===== config.mk =====
export PLATFORM = sky130hd
export DESIGN_NAME = fp8_to_int12_decoder
export DESIGN_NICKNAME = d
export VERILOG_FILES = /design/src/rtl/fp8_to_int12_decoder.sv
export SDC_FILE = /design/constraint.sdc
export NUM_CORES = 1
export LEC_CHECK = 0
export ABC_AREA = 1
export BUFFER_PORTS_ARGS = -buffer_cell sky130_fd_sc_hd__clkbuf_2
export CAP_MARGIN = 40
export CORE_MARGIN = 10
export CORE_UTILIZATION = 60
export CTS_BUF_LIST = sky130_fd_sc_hd__clkbuf_8 sky130_fd_sc_hd__clkbuf_16
export DETAILED_ROUTE_END_ITERATION = 10
export GPL_TIMING_DRIVEN = 0
export PLACE_DENSITY = 0.84
export SYNTH_ARGS = -nofsm -noshare
export SYNTH_HDL_FRONTEND = slang
export SYNTH_SLANG_ARGS = --single-unit

===== constraint.sdc =====
create_clock -name clk -period 2.9 [get_ports clk]
set_input_delay 0.29 -clock clk [delete_from_list [all_inputs] [get_ports clk]]
set_output_delay 0.29 -clock clk [all_outputs]
set_load 0.05 [all_outputs]

===== src/rtl/fp8_to_int12_decoder.sv =====
// Iterative decoder from {sign, exp, mant} floating point to two's-complement integer.
// The magnitude is shifted left once per clock per exponent step, then negated if needed.
module fp8_to_int12_decoder #(
   parameter int EXP_W  = 3,
   parameter int MANT_W = 4,
   parameter int OUT_W  = 12
) (
   input  logic                      clk,
   input  logic                      rst_n,
   input  logic                      in_valid,
   output logic                      in_ready,
   input  logic [EXP_W+MANT_W:0]     fp_in,
   output logic                      out_valid,
   input  logic                      out_ready,
   output logic [OUT_W-1:0]          result,
   output logic                      noncanon,
   output logic                      busy
);

   // Handshake: a word moves on an edge where valid && ready are both high.
   // in_ready is high only in IDLE; out_valid only in DONE, where result is held.
   typedef enum logic [1:0] {
      IDLE  = 2'd0,
      SHIFT = 2'd1,
      SIGN  = 2'd2,
      DONE  = 2'd3
   } state_t;

   state_t              state_q, state_d;
   logic [OUT_W-1:0]    mag_q, mag_d;
   logic [EXP_W-1:0]    cnt_q, cnt_d;
   logic                sgn_q, sgn_d;
   logic [OUT_W-1:0]    result_q, result_d;
   logic                noncanon_q, noncanon_d;

   logic                in_sgn;
   logic [EXP_W-1:0]    in_exp;
   logic [MANT_W-1:0]   in_mant;

   assign in_sgn  = fp_in[EXP_W+MANT_W];
   assign in_exp  = fp_in[EXP_W+MANT_W-1:MANT_W];
   assign in_mant = fp_in[MANT_W-1:0];

   always_ff @(posedge clk or negedge rst_n) begin
      if (!rst_n) begin
         state_q    <= IDLE;
         mag_q      <= '0;
         cnt_q      <= '0;
         sgn_q      <= 1'b0;
         result_q   <= '0;
         noncanon_q <= 1'b0;
      end else begin
         state_q    <= state_d;
         mag_q      <= mag_d;
         cnt_q      <= cnt_d;
         sgn_q      <= sgn_d;
         result_q   <= result_d;
         noncanon_q <= noncanon_d;
      end
   end

   always_comb begin
      state_d    = state_q;
      mag_d      = mag_q;
      cnt_d      = cnt_q;
      sgn_d      = sgn_q;
      result_d   = result_q;
      noncanon_d = noncanon_q;
      unique case (state_q)
         IDLE: begin
            if (in_valid) begin
               sgn_d      = in_sgn;
               cnt_d      = in_exp;
               mag_d      = {{(OUT_W-MANT_W){1'b0}}, in_mant};
               noncanon_d = (in_exp != '0) && !in_mant[MANT_W-1];
               state_d    = (in_exp != '0) ? SHIFT : SIGN;
            end
         end
         SHIFT: begin
            mag_d = mag_q << 1;
            cnt_d = cnt_q - EXP_W'(1);
            if (cnt_q == EXP_W'(1)) state_d = SIGN;
         end
         SIGN: begin
            // Negative zero folds to 0 because ~0 + 1 wraps at OUT_W bits.
            result_d = sgn_q ? (~mag_q + OUT_W'(1)) : mag_q;
            state_d  = DONE;
         end
         DONE: begin
            if (out_ready) state_d = IDLE;
         end
         default: state_d = IDLE;
      endcase
   end

   assign in_ready  = (state_q == IDLE);
   assign out_valid = (state_q == DONE);
   assign busy      = (state_q != IDLE);
   assign result    = result_q;
   assign noncanon  = noncanon_q;

endmodule

==> summary.txt, run 1 <==
status = finished clean
final setup violation count = 0
CTS Hold Bufs = 0
critical path's slowest cell = dfrtp_1
Mapped Cells = 207
routability cong. = 0.913
CP max stage delay = 0.40 ns
Synth top area share = 45.1%
IO Port Bufs = 27
Worst Clk Skew = 0.00296 ns
Fin Setup TNS = 0 ns
DR WL/cell = 12.7 um
Nets = 261
WP data arrival = 1.38 ns
post-synthesis sequential area ratio = 45.1%
relative slew slack = 50.3%
DR vias/cell = 5.29
CP cell instances = inv_1 -> ha_1 -> inv_1 -> clkbuf_2
Worst setup SP type = flip-flop
final WL = 3480 um
syn nets = 227
Area contributors post-synth = dfrtp_1, nand2_1, nand3_1
number of placement rows = 19
worst min path class = in -> async
Top cell by count, worst path = inv_1
Setup WS post-layout = 1.23 ns
root buf cell = clkbuf_8
CTS tree = built
filler cell count = 222
Final Hold Vio Count = 0
first-pass GRT wire length = 5670 um
die width = 73.6 um
post-synthesis register bit count = 31
DRT Pass-1 Iters = 4
endpoint type of the worst setup path = primary output
gr usage total = 13.0%
layout cell share with drive strength beyond 1 = 23.1%
Starting Density = 62.4%
Final ANT Viol Nets = 0
worst setup path class = reg -> out
largest fanout on the critical path = 4
Syn. warnings = 0
period utilisation layout = 57.4%
fin. max-slew vios = 0
Top Ports = 28
Iter 0 DRT Violations = 118
Yosys cell types = 20
clock sinks = 31
n_diodes = 0
CORE AREA = 2760 um^2
Area Growth Syn to Fin = 15.9%
TritonCTS Buffers = 5
global route total overflow = 0
pre-CTS setup slack = 1.35 ns
die area = 5410 um^2
H-tree levels = 2
unrepaired setup endpoints after global routing = no
CP required = 2.61 ns
antenna violations before repair = 0
PwrDens = 1230 nW/um^2
Max Clk Rate = 601 MHz
hpwl dp = 2720 um
number of global-route vias before repair = 1260
max_cap viols = 0
Tmin final = 1.67 ns
Setup Fix Bufs, Post-CTS = 0
Vias = 1443
Post-Syn Area = 1720 um^2
Die Y = 73.6 um
clock latency on the worst-skew pair = 0.28 ns
Max VDD drop = 0.852 mV
Synth area leader = dfrtp_1
number of remaining DRC errors = 0
Leak = 0.00104 uW
Worst-path clk slew = 0.06 ns
pin count of the biggest net entering global routing = 32
synthesized area per cell = 8.32 um^2
CTS resizes = 0
Max Buffers Root-to-Sink = 2
worst-margin pin slew = 0.745 ns
==> worst max-delay path: cells and delay by family (launching register included) <==
kind	cells	cell delay [ns]
flip-flops	1	0.40
adder cells (fa/ha/maj)	1	0.24
buffers and inverters	3	0.46
==> final timing paths <==
path,start,to,slack [ns],depth (start not counted)
min reg2reg,result[8],result[8],0.48,2
max in group asynchronous,rst_n,result[11],2.36,1
max,state_q[1],busy,1.23,4
min,rst_n,state_q[1],0.07,1
max reg2reg,state_q[1],mag_q[5],1.34,7
min in group clk,fp_in[7],sgn_q,0.22,3
==> sequential cells by signal, summed over array words and instances (netlist names) <==
signal    cells
cnt_q         3
noncanon      1
state_q       2
mag_q        12
result       12
sgn_q         1
==> layout make-up <==
| cell class | count | area [um^2] | area share (%) |
|---|---|---|---|
| Clock buffer | 7 | 96.3 | 4.83 |
| Buffer | 8 | 67.6 | 3.39 |
| Sequential cell | 31 | 776 | 38.9 |
| Inverter | 26 | 100 | 5.02 |
| Tap cell | 31 | 38.8 | 1.94 |
| Clock inverter | 1 | 3.75 | 0.188 |
| Timing Repair Buffer | 27 | 135 | 6.77 |
| Multi-Input combinational cell | 142 | 778 | 39.0 |
==> synthesized netlist by cell type <==
library cell and instances:
xor2_1 3, ha_1 8, o211ai_1 4, dfrtp_1 31
a21oi_1 4, a22o_1 1, o21ai_1 3, inv_1 25
buf_6 2, nand3_1 22, inv_4 1, buf_2 5
nor2_1 14, a31oi_1 1, o22ai_1 1, buf_12 1
nand3_2 5, o21ai_0 22, o21ai_2 8, nand2_1 46
==> where the power goes <==
| part | switching, uW | total (uW) | internal [uW] |
|---|---|---|---|
| Sequential | 103 | 700 | 597 |
| Clock | 150 | 363 | 213 |
| Combinational | 984 | 1400 | 416 |
| Total | 1240 | 2460 | 1230 |
==> layer usage <==
metal  vias to the layer above  global-route usage (%)  wire length, um
met5                         -                       0                0
met4                         0                    3.93               36
met3                         5                    4.44              226
met2                        34                    20.1             1490
met1                       661                    16.8             1730
li1                        743                       -                -
==> metrics by stage <==
| stage | hold slack (ns) | std cells | cell area [um^2] | power, uW | utilization [%] |
|---|---|---|---|---|---|
| floorplan | -0.00559 | 207 | 1720 | 1820 | - |
| global placement | 0.393 | 265 | 1900 | 2090 | 68.7 |
| detailed placement | 0.386 | 265 | 1900 | 2110 | 68.7 |
| CTS | 0.0843 | 273 | 2000 | 2490 | 72.4 |
| global route | 0.122 | 273 | 2000 | 2650 | 72.4 |
| finish | 0.0655 | 273 | 2000 | 2460 | 72.4 |
==> cells by family (layout without fill, tap and decap cells) <==
kind of cell / count (synthesis) / count (layout) / synth area share (%)
flip-flops: 31 / 31 / 45.1
AO/OA/AOI/OAI: 44 / 44 / 15.5
AND/OR/NAND/NOR: 87 / 87 / 22.4
adder cells (fa/ha/maj): 8 / 8 / 5.81
buffers and inverters: 34 / 69 / 9.74
XOR/XNOR: 3 / 3 / 1.53
==> cell usage in the layout, fill, tap and decap left out, drive strengths merged <==
master,synthesis,routed
o211ai,4,4
nand3,27,27
xor2,3,3
inv,26,27
clkbuf,0,34
dfrtp,31,31
buf,8,8
nand2,46,46
nor2,14,14
o22ai,1,1
a21oi,4,4
o21ai,33,33
ha,8,8
a31oi,1,1
a22o,1,1
Power figures use the tool's default switching activity.
==> run 2: changes to the inputs <==
--- a/config.mk
+++ b/config.mk
@@ -9,11 +9,11 @@
 export BUFFER_PORTS_ARGS = -buffer_cell sky130_fd_sc_hd__clkbuf_2
 export CAP_MARGIN = 40
 export CORE_MARGIN = 10
-export CORE_UTILIZATION = 60
+export CORE_UTILIZATION = 50
 export CTS_BUF_LIST = sky130_fd_sc_hd__clkbuf_8 sky130_fd_sc_hd__clkbuf_16
 export DETAILED_ROUTE_END_ITERATION = 10
 export GPL_TIMING_DRIVEN = 0
-export PLACE_DENSITY = 0.84
+export PLACE_DENSITY = 0.75
 export SYNTH_ARGS = -nofsm -noshare
 export SYNTH_HDL_FRONTEND = slang
 export SYNTH_SLANG_ARGS = --single-unit
==> constraint.sdc (replaced) <==
create_clock -name clk -period 1.4 [get_ports clk]
set_input_delay 0.14 -clock clk [delete_from_list [all_inputs] [get_ports clk]]
set_output_delay 0.14 -clock clk [all_outputs]
set_load 0.05 [all_outputs]
==> run 2 against run 1 <==
- non-clock buffer count rose by 15
- the run now ends with setup timing left
- critical endpoint is now cnt_q[2]
- total power rose by 140%
- first-iteration DRC count fell by 10%
- register-to-register slack got worse by 1.4 ns
- clock-buffer cell count fell by 1
- largest cell class unchanged
- clock skew rose by 0.0018 ns
- die area rose by 14%
- largest power group unchanged
- critical path depth rose by 4
- cell count rose by 11%
- flip-flop and latch count did not move
==> summary.txt, run 2 (same netlist as run 1, synthesis figures left out) <==
CP required = 1.58 ns (-1.03 ns)
Clk pwr share = 12.0% (-2.7 points)
root buf cell = clkbuf_8
number of placement rows = 21 (+2)
final WL = 4370 um (+26%)
period utilisation layout = 105%
hpwl dp = 2840 um (+4.5%)
pin count of the biggest net entering global routing = 32 (unchanged)
clock sinks = 31 (unchanged)
Final ANT Viol Nets = 0 (unchanged)
Area Growth Syn to Fin = 32.1%
largest fanout on the critical path = 6 (+2)
IO Port Bufs = 27 (unchanged)
Nets = 276 (+5.7%)
worst min path class = in -> reg
WP data arrival = 1.64 ns (+0.26 ns)
unrepaired setup endpoints after global routing = yes
relative slew slack = 48.4% (-1.9 points)
TritonCTS Buffers = 5 (unchanged)
Fin Setup TNS = -0.322 ns (-0.322 ns)
most frequent cells in the layout = nand2_1, dfrtp_1, clkbuf_2
filler cell count = 276 (+24%)
design area = 2270 um^2 (+14%)
Final Hold Vio Count = 0 (unchanged)
first-pass GRT wire length = 7100 um (+25%)
Switching Share = 50.0% (-0.27 points)
CORE AREA = 3340 um^2 (+21%)
DR WL/cell = 14.5 um (+14%)
die width = 78.7 um (+7.0%)
number of remaining DRC errors = 0 (unchanged)
Max Clk Rate = 683 MHz
clock latency on the worst-skew pair = 0.29 ns (about the same)
DR vias/cell = 5.17 (-2.1%)
Worst-path clk slew = 0.06 ns (about the same)
Tmin final = 1.46 ns
Seq pwr share = 24.7% (-3.7 points)
endpoint type of the worst setup path = flip-flop
Top Ports = 28 (unchanged)
Worst Clk Skew = 0.00479 ns (+0.00183 ns)
DRT Pass-1 Iters = 4 (unchanged)
H-tree levels = 2 (unchanged)
die area = 6190 um^2 (+14%)
most common cell after layout, fill and taps aside = nand2_1
global route total overflow = 0 (unchanged)
max_cap viols = 0 (unchanged)
CTS tree = built
worst-margin pin slew = 0.773 ns (+0.0279 ns)
final setup violation count = 14 (+14)
layout cell share with drive strength beyond 1 = 35.5% (+12 points)
worst setup path class = reg -> reg
Setup WS post-layout = -0.0648 ns (-1.30 ns)
Internal = 2990 uW (+140%)
Final Instance Count excl. Fillers = 302 (+11%)
Worst setup SP type = flip-flop
power share of the combinational group = 63.3% (+6.5 points)
number of global-route vias before repair = 1643 (+30%)
routability cong. = 0.826 (-9.5%)
Leak = 0.00113 uW (+8.5%)
Max Buffers Root-to-Sink = 2 (unchanged)
failing checks = setup timing
Iter 0 DRT Violations = 106 (-10%)
PwrDens = 2630 nW/um^2 (+110%)
fin. max-slew vios = 0 (unchanged)
status = finished, violations left
Placed Area = 1930 um^2 (+2.0%)
hold_ws = 0.0669 ns (+0.00136 ns)
Die Y = 78.7 um (+7.0%)
Max VDD drop = 1.96 mV (+130%)
Vias = 1562 (+8.2%)
antenna violations before repair = 0 (unchanged)
gr usage total = 14.1% (+1.0 points)
Starting Density = 51.6% (-11 points)
Placed Cells = 280 (+5.7%)
n_diodes = 0 (unchanged)
Tot Pwr = 5970 uW (+140%)
Psw = 2990 uW (+140%)
## run 2: changes by cell type in the layout (fill, tap and decap cells not counted), moves of 4 or more
| cell | previous run | this run |
|---|---|---|
| buf_4 | 0 | 13 |
| inv_1 | 26 | 19 |
| o21ai_0 | 22 | 15 |
| o21ai_2 | 8 | 13 |
| inv_2 | 0 | 4 |
## run 2: worst max-delay path, cell delays in order, from the launching register on
cell and delay, ns:
dfrtp_1 0.40, inv_2 0.13, ha_4 0.20, inv_6 0.04, o21ai_4 0.16, buf_6 0.17
o21ai_2 0.06, nor2_1 0.14, a21oi_1 0.06
## run 2: layout make-up
class                      count  area, um^2  area share [%]
buffer                         7        71.3            3.14
sequential                    31         776            34.1
clock buffer                   6        82.6            3.63
inverter                      26         109            4.79
timing repair buffer          43         289            12.7
multi-input combinational    142         885            38.9
clock inverter                 1        5.00           0.220
tap                           46        57.6            2.53
## run 2: timing repair
item | in CTS | in global routing
pin swaps | 1 | 5
endpoints found under the setup margin | 29 | 30
gates resized for setup | 10 | 32
cloned | 1 | 1
hold buffers | 1 | 0
setup buffers | 7 | 6
hold endpoints to repair | 31 | 0
## run 2: metal layers
layer	part of all wire (%)	wire, um	global-route usage, %
met5	0	0	0
met4	2.5	108	9.32
met3	6.5	283	4.21
met2	51	2210	23.4
met1	40	1770	15.1
## run 2: through the flow
step,worst slack (ns),util [%]
final,-0.0648,68.2
after global routing,-0.174,68.2
after CTS,-0.0503,63.5
after detailed placement,-0.157,57.9
after global placement,-0.0996,57.9
after floorplan,-0.160,-
## run 2: power groups by stage
stage / registers [uW] / clock network [uW] / logic, uW
finish: 1470 / 716 / 3780
global route: 1510 / 766 / 4150
CTS: 1460 / 730 / 3300
detailed placement: 1470 / 0 / 3010
global placement: 1450 / 0 / 2940
floorplan: 2000 / 0 / 1830
## run 2: final timing paths
| path | to | slack, ns | cells after the start | from |
|---|---|---|---|---|
| worst max register to register | cnt_q[2] | -0.06 | 8 | state_q[1] |
| worst max-delay path | cnt_q[2] | -0.06 | 8 | state_q[1] |
| worst min register to register | result[7] | 0.48 | 2 | result[7] |
| min in group asynchronous | mag_q[11] | 0.46 | 2 | rst_n |
| worst min-delay path | sgn_q | 0.07 | 3 | fp_in[7] |
| max in group asynchronous | noncanon | 0.45 | 2 | rst_n |
